`config.mk`:
```
export PLATFORM = sky130hd
export DESIGN_NAME = adc_spi_responder
export DESIGN_NICKNAME = d
export VERILOG_FILES = /design/src/rtl/adc_pkg.sv /design/src/rtl/adc_sync_edge.sv /design/src/rtl/adc_spi_responder.sv
export SDC_FILE = /design/constraint.sdc
export NUM_CORES = 1
export LEC_CHECK = 0
export ABC_AREA = 1
export CAP_MARGIN = 20
export CORE_MARGIN = 2
export CORE_UTILIZATION = 30
export DETAILED_ROUTE_END_ITERATION = 12
export HOLD_SLACK_MARGIN = 0.15
export SYNTH_ARGS = -nofsm -noshare
export SYNTH_HDL_FRONTEND = slang
export SYNTH_SLANG_ARGS = --single-unit
```
`constraint.sdc`:
```
create_clock -name clk -period 4.2 [get_ports clk]
set_input_delay 0.63 -clock clk [delete_from_list [all_inputs] [get_ports clk]]
set_output_delay 0.63 -clock clk [all_outputs]
set_load 0.01 [all_outputs]
```
`src/rtl/adc_pkg.sv`:
```
// Shared types and command-decode constants for the ADC SPI responder.
package adc_pkg;

  localparam logic [2:0]  CMD_REG_ENTER = 3'b101;
  localparam logic [14:0] ADDR_EXIT     = 15'h0014;

  typedef struct packed {
    logic        rw;
    logic [14:0] addr;
    logic [7:0]  data;
  } reg_cmd_t;

  typedef enum logic {CV_IDLE, CV_CONV}  conv_state_t;
  typedef enum logic {FR_IDLE, FR_SHIFT} frame_state_t;

endpackage

```
`src/rtl/adc_sync_edge.sv`:
```
// Multi-flop synchronizer for one asynchronous input, plus a one-flop edge detector.
module adc_sync_edge #(
  parameter int unsigned SYNC_STAGES = 2
) (
  input  logic clk,
  input  logic reset,
  input  logic d,
  output logic level,
  output logic rise,
  output logic fall
);

  logic [SYNC_STAGES-1:0] sync_q, sync_d;
  logic                   prev_q, prev_d;

  always_comb begin
    sync_d = {sync_q[SYNC_STAGES-2:0], d};
    prev_d = sync_q[SYNC_STAGES-1];
  end

  always_ff @(posedge clk) begin
    if (reset) begin
      sync_q <= '0;
      prev_q <= 1'b0;
    end else begin
      sync_q <= sync_d;
      prev_q <= prev_d;
    end
  end

  assign level = sync_q[SYNC_STAGES-1];
  assign rise  = level & ~prev_q;
  assign fall  = ~level & prev_q;

endmodule

```
`src/rtl/adc_spi_responder.sv`:
```
// Quad-SDO ADC emulator: convert/busy handshake, lane-parallel readout and 24-bit command capture.
module adc_spi_responder
  import adc_pkg::*;
#(
  parameter int unsigned NUM_SDI     = 4,
  parameter int unsigned DATA_WIDTH  = 32,
  parameter int unsigned CMD_WIDTH   = 24,
  parameter int unsigned CONV_CYCLES = 50,
  parameter int unsigned SYNC_STAGES = 2
) (
  input  logic                  clk,
  input  logic                  reset,
  input  logic                  cnv,
  output logic                  busy,
  input  logic                  sck,
  input  logic                  csn,
  input  logic                  sdi,
  output logic [NUM_SDI-1:0]    sdo,
  input  logic [DATA_WIDTH-1:0] test_pattern,
  output logic                  reg_mode,
  output logic [CMD_WIDTH-1:0]  reg_cmd,
  output logic                  reg_cmd_valid
);

  localparam int unsigned LANE_W = DATA_WIDTH / NUM_SDI;
  localparam int unsigned OW     = $clog2(LANE_W + 1);
  localparam int unsigned CW     = $clog2(CMD_WIDTH + 1);
  localparam int unsigned TW     = (CONV_CYCLES > 1) ? $clog2(CONV_CYCLES) : 1;

  localparam logic [OW-1:0] LAST_BIT  = OW'(LANE_W - 1);
  localparam logic [OW-1:0] LANE_DONE = OW'(LANE_W);
  localparam logic [CW-1:0] CMD_LAST  = CW'(CMD_WIDTH - 1);
  localparam logic [CW-1:0] CMD_FULL  = CW'(CMD_WIDTH);
  localparam logic [TW-1:0] CONV_LOAD = TW'(CONV_CYCLES - 1);

  logic cnv_rise, cnv_level_unused, cnv_fall_unused;
  logic sck_rise, sck_fall, sck_level_unused;
  logic csn_rise, csn_fall, csn_level_unused;
  logic sdi_s, sdi_rise_unused, sdi_fall_unused;

  adc_sync_edge #(.SYNC_STAGES(SYNC_STAGES)) u_sync_cnv (
    .clk(clk), .reset(reset), .d(cnv),
    .level(cnv_level_unused), .rise(cnv_rise), .fall(cnv_fall_unused));

  adc_sync_edge #(.SYNC_STAGES(SYNC_STAGES)) u_sync_sck (
    .clk(clk), .reset(reset), .d(sck),
    .level(sck_level_unused), .rise(sck_rise), .fall(sck_fall));

  adc_sync_edge #(.SYNC_STAGES(SYNC_STAGES)) u_sync_csn (
    .clk(clk), .reset(reset), .d(csn),
    .level(csn_level_unused), .rise(csn_rise), .fall(csn_fall));

  // sdi shares the sck pipeline depth so its level lines up with the sck edge pulse
  adc_sync_edge #(.SYNC_STAGES(SYNC_STAGES)) u_sync_sdi (
    .clk(clk), .reset(reset), .d(sdi),
    .level(sdi_s), .rise(sdi_rise_unused), .fall(sdi_fall_unused));

  conv_state_t           conv_state_q, conv_state_d;
  frame_state_t          frame_state_q, frame_state_d;
  logic [TW-1:0]         conv_cnt_q, conv_cnt_d;
  logic [DATA_WIDTH-1:0] word_q, word_d;
  logic [DATA_WIDTH-1:0] shift_q, shift_d;
  logic [OW-1:0]         out_cnt_q, out_cnt_d;
  logic [NUM_SDI-1:0]    sdo_q, sdo_d;
  logic [CMD_WIDTH-1:0]  cmd_sr_q, cmd_sr_d;
  logic [CW-1:0]         cmd_cnt_q, cmd_cnt_d;
  logic [CMD_WIDTH-1:0]  reg_cmd_q, reg_cmd_d;
  logic                  reg_cmd_valid_q, reg_cmd_valid_d;
  logic                  reg_mode_q, reg_mode_d;
  reg_cmd_t              cmd;

  function automatic logic [NUM_SDI-1:0] lane_msbs(input logic [DATA_WIDTH-1:0] w);
    logic [NUM_SDI-1:0] m;
    m = '0;
    for (int unsigned k = 0; k < NUM_SDI; k++) m[k] = w[(k+1)*LANE_W-1];
    return m;
  endfunction

  // Shift every lane left by one; clear each lane LSB so no bit leaks across lanes.
  function automatic logic [DATA_WIDTH-1:0] lane_shift(input logic [DATA_WIDTH-1:0] w);
    logic [DATA_WIDTH-1:0] s;
    s = w << 1;
    for (int unsigned k = 0; k < NUM_SDI; k++) s[k*LANE_W] = 1'b0;
    return s;
  endfunction

  always_comb begin
    conv_state_d    = conv_state_q;
    frame_state_d   = frame_state_q;
    conv_cnt_d      = conv_cnt_q;
    word_d          = word_q;
    shift_d         = shift_q;
    out_cnt_d       = out_cnt_q;
    sdo_d           = sdo_q;
    cmd_sr_d        = cmd_sr_q;
    cmd_cnt_d       = cmd_cnt_q;
    reg_cmd_d       = reg_cmd_q;
    reg_cmd_valid_d = 1'b0;
    reg_mode_d      = reg_mode_q;
    cmd             = reg_cmd_t'(reg_cmd_q);

    case (conv_state_q)
      CV_IDLE: begin
        if (cnv_rise && !reg_mode_q) begin
          conv_state_d = CV_CONV;
          conv_cnt_d   = CONV_LOAD;
        end
      end
      CV_CONV: begin
        if (conv_cnt_q == '0) begin
          conv_state_d = CV_IDLE;
          word_d       = test_pattern;
        end else begin
          conv_cnt_d = conv_cnt_q - TW'(1);
        end
      end
      default: conv_state_d = CV_IDLE;
    endcase

    // Register-mode reads return 8'h00 on lane 0, so every lane is simply held low.
    if (csn_rise) begin
      frame_state_d = FR_IDLE;
      sdo_d         = '0;
    end else if (csn_fall) begin
      frame_state_d = FR_SHIFT;
      shift_d       = word_q;
      out_cnt_d     = '0;
      cmd_cnt_d     = '0;
      sdo_d         = reg_mode_q ? '0 : lane_msbs(word_q);
    end else if (frame_state_q == FR_SHIFT) begin
      if (sck_fall && out_cnt_q != LANE_DONE) begin
        out_cnt_d = out_cnt_q + OW'(1);
        shift_d   = lane_shift(shift_q);
        sdo_d     = (out_cnt_q < LAST_BIT && !reg_mode_q) ? lane_msbs(shift_d) : '0;
      end
      if (sck_rise && cmd_cnt_q != CMD_FULL) begin
        cmd_sr_d  = {cmd_sr_q[CMD_WIDTH-2:0], sdi_s};
        cmd_cnt_d = cmd_cnt_q + CW'(1);
        if (cmd_cnt_q == CMD_LAST) begin
          reg_cmd_d       = cmd_sr_d;
          reg_cmd_valid_d = 1'b1;
        end
      end
    end

    if (reg_cmd_valid_q) begin
      if (!reg_mode_q && {cmd.rw, cmd.addr[14:13]} == CMD_REG_ENTER)
        reg_mode_d = 1'b1;
      else if (reg_mode_q && !cmd.rw && cmd.addr == ADDR_EXIT && cmd.data[0])
        reg_mode_d = 1'b0;
    end
  end

  always_ff @(posedge clk) begin
    if (reset) begin
      conv_state_q    <= CV_IDLE;
      frame_state_q   <= FR_IDLE;
      conv_cnt_q      <= '0;
      word_q          <= '0;
      shift_q         <= '0;
      out_cnt_q       <= '0;
      sdo_q           <= '0;
      cmd_sr_q        <= '0;
      cmd_cnt_q       <= '0;
      reg_cmd_q       <= '0;
      reg_cmd_valid_q <= 1'b0;
      reg_mode_q      <= 1'b0;
    end else begin
      conv_state_q    <= conv_state_d;
      frame_state_q   <= frame_state_d;
      conv_cnt_q      <= conv_cnt_d;
      word_q          <= word_d;
      shift_q         <= shift_d;
      out_cnt_q       <= out_cnt_d;
      sdo_q           <= sdo_d;
      cmd_sr_q        <= cmd_sr_d;
      cmd_cnt_q       <= cmd_cnt_d;
      reg_cmd_q       <= reg_cmd_d;
      reg_cmd_valid_q <= reg_cmd_valid_d;
      reg_mode_q      <= reg_mode_d;
    end
  end

  assign busy          = (conv_state_q == CV_CONV);
  assign sdo           = sdo_q;
  assign reg_mode      = reg_mode_q;
  assign reg_cmd       = reg_cmd_q;
  assign reg_cmd_valid = reg_cmd_valid_q;

endmodule

```
==> impl_metrics.json <==
{
  "outcome": "finished clean",
  "io_buffers": 68,
  "drv_cap": 0,
  "cts_root_buf": "clkbuf_16",
  "fin_setup_tns_ns": 0,
  "yosys.area.top_type": "dfxtp_1",
  "syn-cell-area_mm2": 0.00591,
  "grt_usage_pct": 13.3,
  "syn_nets": 852,
  "fp.coreArea_mm2": 0.0194,
  "synthCells": 806,
  "synth_commonest_cells": "158 x nor2_1, 141 x dfxtp_1, 126 x nand2_1",
  "via_per_inst": 4.44,
  "required_ns": 4.51,
  "seq_area_frac_synth_pct": 47.8,
  "finalSetupViolCount": 0,
  "synthArstFlopShare_pct": 0,
  "syn_to_final_growth_pct": 22.9,
  "synth_area_leaders": "dfxtp_1 48%, nor2_1 10%, nand2_1 8.0%",
  "rows": 51,
  "die_h_um": 144,
  "fillers": 2097,
  "postLayoutCoreUtil_pct": 37.4,
  "dp_hpwl_um": 8210,
  "grt_pass1_vias": 4740,
  "hold_buffers": 0,
  "hold_ws_ns": 0.399,
  "tightest_slew_ns": 0.813,
  "ant_nets": 0,
  "avgSynthCellArea_um2": 7.33,
  "cts.path.max_buffers": 2,
  "path_class": "flop to flop",
  "antenna_found_initial": 0,
  "place.gp.congestion": 0.768,
  "cp.arrival_ns": 2.87,
  "min-delay-path-class": "flop to flop",
  "grt_first_pass_wirelength_um": 22200,
  "cts_tree": "yes",
  "die_w_um": 144,
  "rsz0062_at_grt": "no",
  "powerDensity_mw_per_mm2": 428,
  "fin_crit_ns": 2.57,
  "drt_wl_total_um": 13100,
  "synth_warnings": 0,
  "synth-edff-count": 0,
  "num_antenna_cells": 0,
  "post_cts_buffers": 0,
  "synthDominantCellAreaShare_pct": 47.8,
  "report.final.slew_viol_count": 0,
  "htreeDepth": 4,
  "drc": 0,
  "final_area_mm2": 0.00726,
  "critPathMaxFanout": 34,
  "multi_input_area_mm2": 0.00244,
  "drtIter0Drc": 191,
  "clkTransAtPathRegs_ns": 0.06,
  "start_kind": "flop",
  "pre_cts_slack_ns": 1.57,
  "p_leak_nw": 2.74,
  "synthFlopType": "dfxtp_1",
  "post-synth-top-count-cell": "nor2_1",
  "grt_max_degree": 53,
  "final-seq-area_mm2": 0.00282,
  "cts_made_buffers": 17,
  "max_slew_margin_pct": 45.7,
  "post_drt_wl_per_cell_um": 11.6,
  "fmax_mhz": 390,
  "peakVddDrop_v": 0.000284,
  "cts_sinks": 141,
  "initial_core_util_pct": 30.5,
  "cts_resized": 0,
  "dpl_cell_area_mm2": 0.00667,
  "finalCritPeriodShare_pct": 61.1,
  "synth.distinct_cells": 31,
  "ys_ff_latch": 141,
  "die_area_mm2": 0.0208,
  "hold_viol": 0,
  "drive_above_1_share_pct": 6.00,
  "insertion_delay_ns": 0.42,
  "via_count": 5024,
  "grt.overflow.total": 0,
  "fin_skew_ns": 0.0117,
  "setup_slack_ns": 1.63,
  "final_nets": 900,
  "cp-end-kind": "flop",
  "drt_pass1_iterations": 6,
  "io_pins": 69
}
## flip-flops by register name, indices dropped and copies added (netlist names), 4 cells and up
register and count:
conv_cnt_q 6, word_q 32, out_cnt_q 4, reg_cmd 24, shift_q 28, cmd_cnt_q 5
cmd_sr_q 23, sdo 4
## critical path, cell delays in order (launching register included)
cell and delay [ns]:
dfxtp_1 0.39, inv_1 0.08, ha_1 0.20, nand3_1 0.09
nand3_1 0.08, nand2_2 0.50, nand2_1 0.52, buf_4 0.37
o21ai_0 0.16, nor2_1 0.05
## power breakdown
group / switching (mW) / internal, mW / total (mW)
Combinational: 0.115 / 0.0847 / 0.200
Sequential: 0.0207 / 1.38 / 1.40
Clock: 0.580 / 0.934 / 1.51
Total: 0.715 / 2.40 / 3.11
## final cells by class
cell class                 instances  area share (%)
sequential                       141            38.9
multi-input combinational        528            33.7
timing repair buffer              74            9.99
clock buffer                      18            5.91
inverter                          92            4.75
tap                              265            4.56
clock inverter                    13            2.27
## through the flow
step           power, mW  std cells
6_report            3.11       1131
5_1_grt             3.24       1131
4_1_cts             3.15       1131
3_5_place_dp        1.63       1100
3_3_place_gp        1.63       1100
2_1_floorplan       1.56        806
## final timing paths
| check | start | to | slack, ns | cells after the start |
|---|---|---|---|---|
| setup / recovery | out_cnt_q[0]$_SDFFE_PP0P_ | out_cnt_q[2]$_SDFFE_PP0P_ | 1.63 | 9 |
| setup reg to reg | out_cnt_q[0]$_SDFFE_PP0P_ | out_cnt_q[2]$_SDFFE_PP0P_ | 1.63 | 9 |
| hold reg to reg | u_sync_csn.sync_q[0]$_SDFF_PP0_ | u_sync_csn.sync_q[1]$_SDFF_PP0_ | 0.40 | 2 |
| hold / removal | u_sync_csn.sync_q[0]$_SDFF_PP0_ | u_sync_csn.sync_q[1]$_SDFF_PP0_ | 0.40 | 2 |
## metal layers
| layer | up-vias | part of all wire (%) | global-route usage (%) |
|---|---|---|---|
| met4 | 0 | 1.5 | 4.85 |
| met1 | 2256 | 49 | 16.6 |
| met5 | - | 0 | 0 |
| met3 | 16 | 5.1 | 4.04 |
| li1 | 2655 | - | - |
| met2 | 97 | 45 | 21.7 |
## cells by family after synthesis
group | synth area share, %
AO/OA/AOI/OAI | 13.8
XOR/XNOR | 0.148
adder cells (fa/ha/maj) | 1.69
buffers and inverters | 10.9
flip-flops | 47.8
AND/OR/NAND/NOR | 25.7
## cell usage in the layout, fill, tap and decap left out, types with 5 or more instances in the layout
cell,n
nand2_1,126
o21ai_0,45
clkbuf_16,17
inv_1,87
buf_4,6
nand3_1,50
nand4_1,6
nor2_1,158
clkdlybuf4s50_1,68
o21ai_1,26
nor3_1,5
dfxtp_1,141
a21oi_1,83
ha_1,8
Power figures use the tool's default switching activity.
